==> src/rtl/uart_tx_path.sv <==
// UART transmitter: frames a parallel word as start/data/[parity]/stop bits,
// timed by an external oversample enable (baud_tick).
module uart_tx_path #(
  parameter int DATA_BITS  = 8,
  parameter int OVERSAMPLE = 16,
  parameter int PARITY_EN  = 1,
  parameter int PARITY_ODD = 0,
  parameter int STOP_BITS  = 1
) (
  input  logic                 clock,
  input  logic                 reset,
  input  logic                 baud_tick,
  input  logic                 tx_start,
  input  logic [DATA_BITS-1:0] tx_data,
  output logic                 tx_serial,
  output logic                 tx_busy,
  output logic                 tx_done
);

  // state  | meaning
  // IDLE   | line high, waiting for tx_start
  // START  | driving the start bit (0)
  // DATA   | driving data bits LSB first
  // PARITY | driving the latched parity bit
  // STOP   | driving stop bit(s) (1)
  typedef enum logic [2:0] {
    IDLE   = 3'd0,
    START  = 3'd1,
    DATA   = 3'd2,
    PARITY = 3'd3,
    STOP   = 3'd4
  } state_t;

  localparam logic [3:0] TICK_LAST = 4'(OVERSAMPLE - 1);
  localparam logic [2:0] BIT_LAST  = 3'(DATA_BITS - 1);
  localparam logic       STOP_LAST = 1'(STOP_BITS - 1);

  state_t               state, state_nxt;
  logic [3:0]           tick_cnt, tick_nxt;
  logic [2:0]           bit_cnt, bit_nxt;
  logic                 stop_cnt, stop_nxt;
  logic [DATA_BITS-1:0] shift, shift_nxt;
  logic                 parity, parity_nxt;
  logic                 serial_nxt, busy_nxt, done_nxt;
  logic                 bit_end;

  assign bit_end = baud_tick && (tick_cnt == TICK_LAST);

  always_ff @(posedge clock) begin
    if (reset) begin
      state     <= IDLE;
      tick_cnt  <= '0;
      bit_cnt   <= '0;
      stop_cnt  <= 1'b0;
      shift     <= '0;
      parity    <= 1'b0;
      tx_serial <= 1'b1;
      tx_busy   <= 1'b0;
      tx_done   <= 1'b0;
    end else begin
      state     <= state_nxt;
      tick_cnt  <= tick_nxt;
      bit_cnt   <= bit_nxt;
      stop_cnt  <= stop_nxt;
      shift     <= shift_nxt;
      parity    <= parity_nxt;
      tx_serial <= serial_nxt;
      tx_busy   <= busy_nxt;
      tx_done   <= done_nxt;
    end
  end

  always_comb begin
    state_nxt = state;
    case (state)
      IDLE:   if (tx_start) state_nxt = START;
      START:  if (bit_end) state_nxt = DATA;
      DATA:   if (bit_end && bit_cnt == BIT_LAST)
                state_nxt = (PARITY_EN != 0) ? PARITY : STOP;
      PARITY: if (bit_end) state_nxt = STOP;
      STOP:   if (bit_end && stop_cnt == STOP_LAST) state_nxt = IDLE;
      default: state_nxt = IDLE;
    endcase
  end

  always_comb begin
    tick_nxt   = tick_cnt;
    bit_nxt    = '0;
    stop_nxt   = 1'b0;
    shift_nxt  = shift;
    parity_nxt = parity;
    serial_nxt = 1'b1;

    // Any bit boundary or state change restarts the oversample count.
    if (state == IDLE || state_nxt != state || bit_end)
      tick_nxt = '0;
    else if (baud_tick)
      tick_nxt = tick_cnt + 4'd1;

    if (state == DATA) begin
      if (!bit_end)                  bit_nxt = bit_cnt;
      else if (bit_cnt != BIT_LAST)  bit_nxt = bit_cnt + 3'd1;
    end
    if (state == STOP) begin
      if (!bit_end)                  stop_nxt = stop_cnt;
      else if (stop_cnt != STOP_LAST) stop_nxt = 1'b1;
    end

    if (state == IDLE && tx_start) begin
      shift_nxt  = tx_data;
      parity_nxt = (PARITY_ODD != 0) ? ~^tx_data : ^tx_data;
    end else if (state == DATA && bit_end) begin
      shift_nxt = shift >> 1;
    end

    case (state_nxt)
      START:   serial_nxt = 1'b0;
      DATA:    serial_nxt = shift_nxt[0];
      PARITY:  serial_nxt = parity;
      default: serial_nxt = 1'b1;
    endcase

    busy_nxt = (state_nxt == START) || (state_nxt == DATA) ||
               (state_nxt == PARITY) || (state_nxt == STOP);
    done_nxt = (state == STOP) && (state_nxt == IDLE);
  end

endmodule
==> config.mk <==
export PLATFORM = sky130hd
export DESIGN_NAME = uart_tx_path
export DESIGN_NICKNAME = d
export VERILOG_FILES = /design/src/rtl/uart_tx_path.sv
export SDC_FILE = /design/constraint.sdc
export NUM_CORES = 1
export LEC_CHECK = 0
export CAP_MARGIN = 10
export CORE_MARGIN = 1.5
export CORE_UTILIZATION = 47
export DETAILED_ROUTE_END_ITERATION = 12
export MAX_ROUTING_LAYER = met4
export PLACE_DENSITY = 0.71
export RECOVER_POWER = 25
export SLEW_MARGIN = 20
export SYNTH_ARGS = -nofsm -noshare
export SYNTH_HDL_FRONTEND = slang
export SYNTH_SLANG_ARGS = --single-unit
==> constraint.sdc <==
create_clock -name clock -period 1.65 [get_ports clock]
set_input_delay 0.495 -clock clock [delete_from_list [all_inputs] [get_ports clock]]
set_output_delay 0.495 -clock clock [all_outputs]
set_load 0.02 [all_outputs]
[Yosys cells after proc, flatten, opt, wreduce, memory -nomap -nowiden]
Cells that the tools add are included.
Word-level totals
  flip-flop bits (word level): 23
  latch bits: 0
  bits in writable memories: 0
  bits in read-only memories: 0
  input port bits: 12
  logic and storage cells: 56
  memories: 0
Cells by class
  add/subtract/negate cells: 2
  multiply operators: 0
  div/mod/pow operators: 0
  $lt $le $gt $ge: 0
  eq/ne operators: 12
  shift operators: 0
  muxes and demuxes: 11
  bitwise gates (word level): 3
  reduce and logical (&&, ||, !) cells: 18
Operator list (number)
  3-bit two-way mux: 6
  8-bit two-way mux: 2
  3-bit case mux with 5 select lines: 1
  3-bit by 2-bit == test with 1-bit output (second input constant): 4
  3-bit == test (second input constant): 3
  8-bit XOR reduction: 1
  3-bit by 1-bit == test with 1-bit output (second input constant): 2
  1-bit logical AND: 6
  3-bit logical NOT: 2
  2-bit OR reduction: 3
  1-bit logical OR: 5
  4-bit by 1-bit adder with 4-bit output (second input constant): 1
  4-bit == test (second input constant): 1
  3-bit by 1-bit adder with 3-bit output (second input constant): 1
  3-bit inequality test: 1
  3-bit inequality test (second input constant): 1
  1-bit inverter: 3
  1-bit case mux with 3 select lines: 1
  2-bit nonzero test: 1
  1-bit two-way mux: 1

[Longest topological paths before layout]
  depth in word-level cells: 9
  depth in mapped cells: 6
  depth with buffers taken out: 5

[Least setup slack after synthesis]
No wires, ideal clock.
  path kind: register to register
  from: register tick_cnt[0]
  to: register tx_serial
  setup time: 0.078 ns
  arrival time: 1.481 ns
  slack: 0.091 ns
  stages on the path, launching flop included: 7
  period minus slack after synthesis: 1.559 ns
  cell sequence: dfxtp_1 > ha_1 > and4_1 > buf_6 > a311o_1 > and3_4 > a32oi_1
Between the ends
  cells in the longest elaborated chain, start to end: 7
RTL lines
  from (decl): RTL line 39  | logic [3:0] tick_cnt, tick_nxt;
  from (signal assigned): RTL line 62  | tick_cnt <= tick_nxt;
  4-bit == test *: RTL line 47  | assign bit_end = baud_tick && (tick_cnt == TICK_LAST);
  1-bit logical AND *: RTL line 47
  1-bit logical AND (on tied branches): RTL line 81, 78
  3-bit two-way mux (on tied branches): RTL line 81, 78
  3-bit case mux with 5 select lines: RTL line 75  | case (state)
  3-bit by 2-bit == test with 1-bit output or 3-bit by 1-bit == test with 1-bit output (tied branches): RTL line 116  | case (state_nxt)
  1-bit case mux with 3 select lines *: RTL line 116
  to (signal assigned): RTL line 67  | tx_serial <= serial_nxt;
  to (decl): RTL line 15  | output logic tx_serial,
Every way passes the cells marked *; elsewhere a longest branch is shown, timed or not. The select of a mux whose other input is x is not followed.
A chain may end at the register's enable or synchronous reset.

[Final worst setup path]
  from: input port tx_start
  to: register tx_serial
Between the ends
  cells in the longest elaborated chain, start to end: 4
RTL lines
  from (decl): RTL line 13  | input logic tx_start,
  3-bit two-way mux: RTL line 76  | IDLE: if (tx_start) state_nxt = START;
  3-bit case mux with 5 select lines: RTL line 75
  3-bit by 2-bit == test with 1-bit output or 3-bit by 1-bit == test with 1-bit output (tied branches): RTL line 116
  1-bit case mux with 3 select lines *: RTL line 116
Every way passes the cells marked *; elsewhere a longest branch is shown, timed or not.

==> impl_metrics.toml <==
[floorplanning]
die_x_um = 50.0
rows = 16
initial_core_util_pct = 51.2
pin_count = 15
die_y_um = 50.0
core_um2 = 2020
dieArea_um2 = 2500

[placed_design]
dpl_cell_area_um2 = 1310
globalplace.congestion = 0.842
dp_hpwl_um = 1480
portBuffers = 14

[clock_network]
cts_root_buffer = "clkbuf_4"
cts-htree-levels = 1
post_cts_buffers = 0
numCtsBuffers = 3
clock-sinks = 22
cts_hold_buf = 0
path_clk_slew_ps = 130
cts_resized = 4
cts_tree = "yes"
clockBufferDepth = 2
worstSkewPairLatency_ps = 310

[min_path]
hold_class = "flop to flop"
hp-start = "parity$_SDFFE_PP0P_"

[critical_path]
end_kind = "flop"
worst-setup-path-type = "input port to flop"
r2r_start = "tick_cnt[0]$_SDFFE_PP0P_"
startpoint = "tx_start"
critPathMaxFanout = 2
start_kind = "input port"
required_ps = 1900
arrival_ps = 1830

[yosys]
synth-edff-count = 0
mappedNetlistNets = 128
ys_seq_elements = 22
yosys_warnings = 0
synth_ff_type = "dfxtp_1"
netlist_area_um2 = 1040
synth_cells = 113
netlist-cell-type-count = 36
synthArstFlopShare_pct = 0
synth_area_per_cell_um2 = 9.17
yosysSeqAreaShare_pct = 42.5

[final_layout]
fill_cells = 175
final_area_um2 = 1350
n_antenna_cell = 0
fin_util_pct = 67.0
area_delta_synth_final_pct = 30.7
drive_gt1_share_pct = 18.9
final_cell_mix = "dfxtp_1 (22), nand2_1 (15), buf_4 (15), a21oi_1 (13), clkdlybuf4s50_1 (11)"
nets = 159
layout_commonest_cell = "dfxtp_1"

[sta]
max_clock_freq_mhz = 635
maxSlewHeadroom_pct = 79.2
tightest_slew_ps = 312
rsz0062_at_grt = "false"
clock_skew_ps = 12.1
maxSlewViolCount = 0
period_share_pct = 95.4
whs_ps = 456
tns_ps = 0
timing.final.setup_violations = 0
hold_violations = 0
fin_crit_ps = 1570

[detailed_routing]
wl_um = 1980
via_per_inst = 5.28
first_iter_violations = 9
drc_errors = 0
wl_per_cell_um = 11.6
dr.pass1.iters = 4
vias = 897
final_antenna_net_count = 0

[power]
switchingPower_mw = 0.244
p_sw_share_pct = 23.8
p_int_mw = 0.780
seqPwrFrac_pct = 55.1
combPwrFrac_pct = 15.8
power_density_nw_per_um2 = 756
p_leak_nw = 0.519
p_total_mw = 1.02
ir_drop_v = 0.000834
pwr-share-clk_pct = 29.1

[grt]
grt.total_usage_pct = 19.0
grt_overflow_total = 0
grt_pass1_vias = 862
grt_pass1_wl_um = 3580
antenna_found_initial = 0
grt_max_degree = 13

[outcome]
status = "completed"

[run]
maxCapViolCount = 0
stage by stage:
step,cells,setup WS (ps)
after floorplan,113,90.7
after global placement,166,-330
after detailed placement,166,-383
after CTS,170,21.2
after global routing,170,26.5
final,170,75.5
layer usage:
metal / wire (um) / vias to the layer above / global-route usage (%)
met2: 930 / 14 / 32.2
met5: 0 / - / -
met4: 9 / 0 / 2.78
li1: - / 464 / -
met1: 959 / 417 / 22.2
met3: 76 / 2 / 6.36
layout make-up:
cell class                      count  area [um^2]  share of cell area [%]
Sequential cell                    22          440                    32.5
Multi-Input combinational cell     86          579                    42.8
Timing Repair Buffer               31          264                    19.5
Tap cell                           27         33.8                    2.50
Clock buffer                        4         36.3                    2.68
synth_stat cells, drive strengths merged, types with 2 or more instances:
library cell	instances	area, um^2
nand2	15	56.3
nor2b	2	12.5
nand4	2	12.5
nor3	3	20.0
buf	4	28.8
xor2	3	26.3
a22oi	6	45.0
nor4b	2	23.8
a21oi	13	65.1
xnor2	9	78.8
and3	2	17.5
dfxtp	22	440
ha	3	37.5
or3	2	12.5
nor2	9	33.8
registers in the layout (all words and copies together) (netlist names):
name	count
tx_busy	1
bit_cnt	3
tx_done	1
tick_cnt	4
parity	1
shift	8
state	3
tx_serial	1
power by group through the flow:
stage	Clock, mW	Combinational (mW)	Sequential, mW
2_1_floorplan	0	0.0787	0.577
3_3_place_gp	0	0.154	0.575
3_5_place_dp	0	0.157	0.576
4_1_cts	0.308	0.155	0.563
5_1_grt	0.330	0.176	0.567
6_report	0.298	0.162	0.564
cells by family after synthesis:
logic type	after synthesis	synth area share, %
AND/OR/NAND/NOR	44	23.1
AO/OA/AOI/OAI	26	16.5
flip-flops	22	42.5
XOR/XNOR	12	10.1
buffers and inverters	5	3.14
adder cells (fa/ha/maj)	3	3.62
multiplexers	1	0.966
critical path, cell delays in order:
cell,delay [ps]
clkdlybuf4s50_1,420
buf_4,140
nor2b_1,120
a311o_1,330
and3_4,180
a32oi_1,130
final timing paths:
path                                              to  slack [ps]  cells past startpoint
worst max-delay path            tx_serial$_SDFF_PP1_          80                      6
worst min-delay path            tx_serial$_SDFF_PP1_         460                      2
worst max register to register  tx_serial$_SDFF_PP1_         130                      5
worst min register to register  tx_serial$_SDFF_PP1_         460                      2
Note: power is estimated with default switching activity, not from simulation.
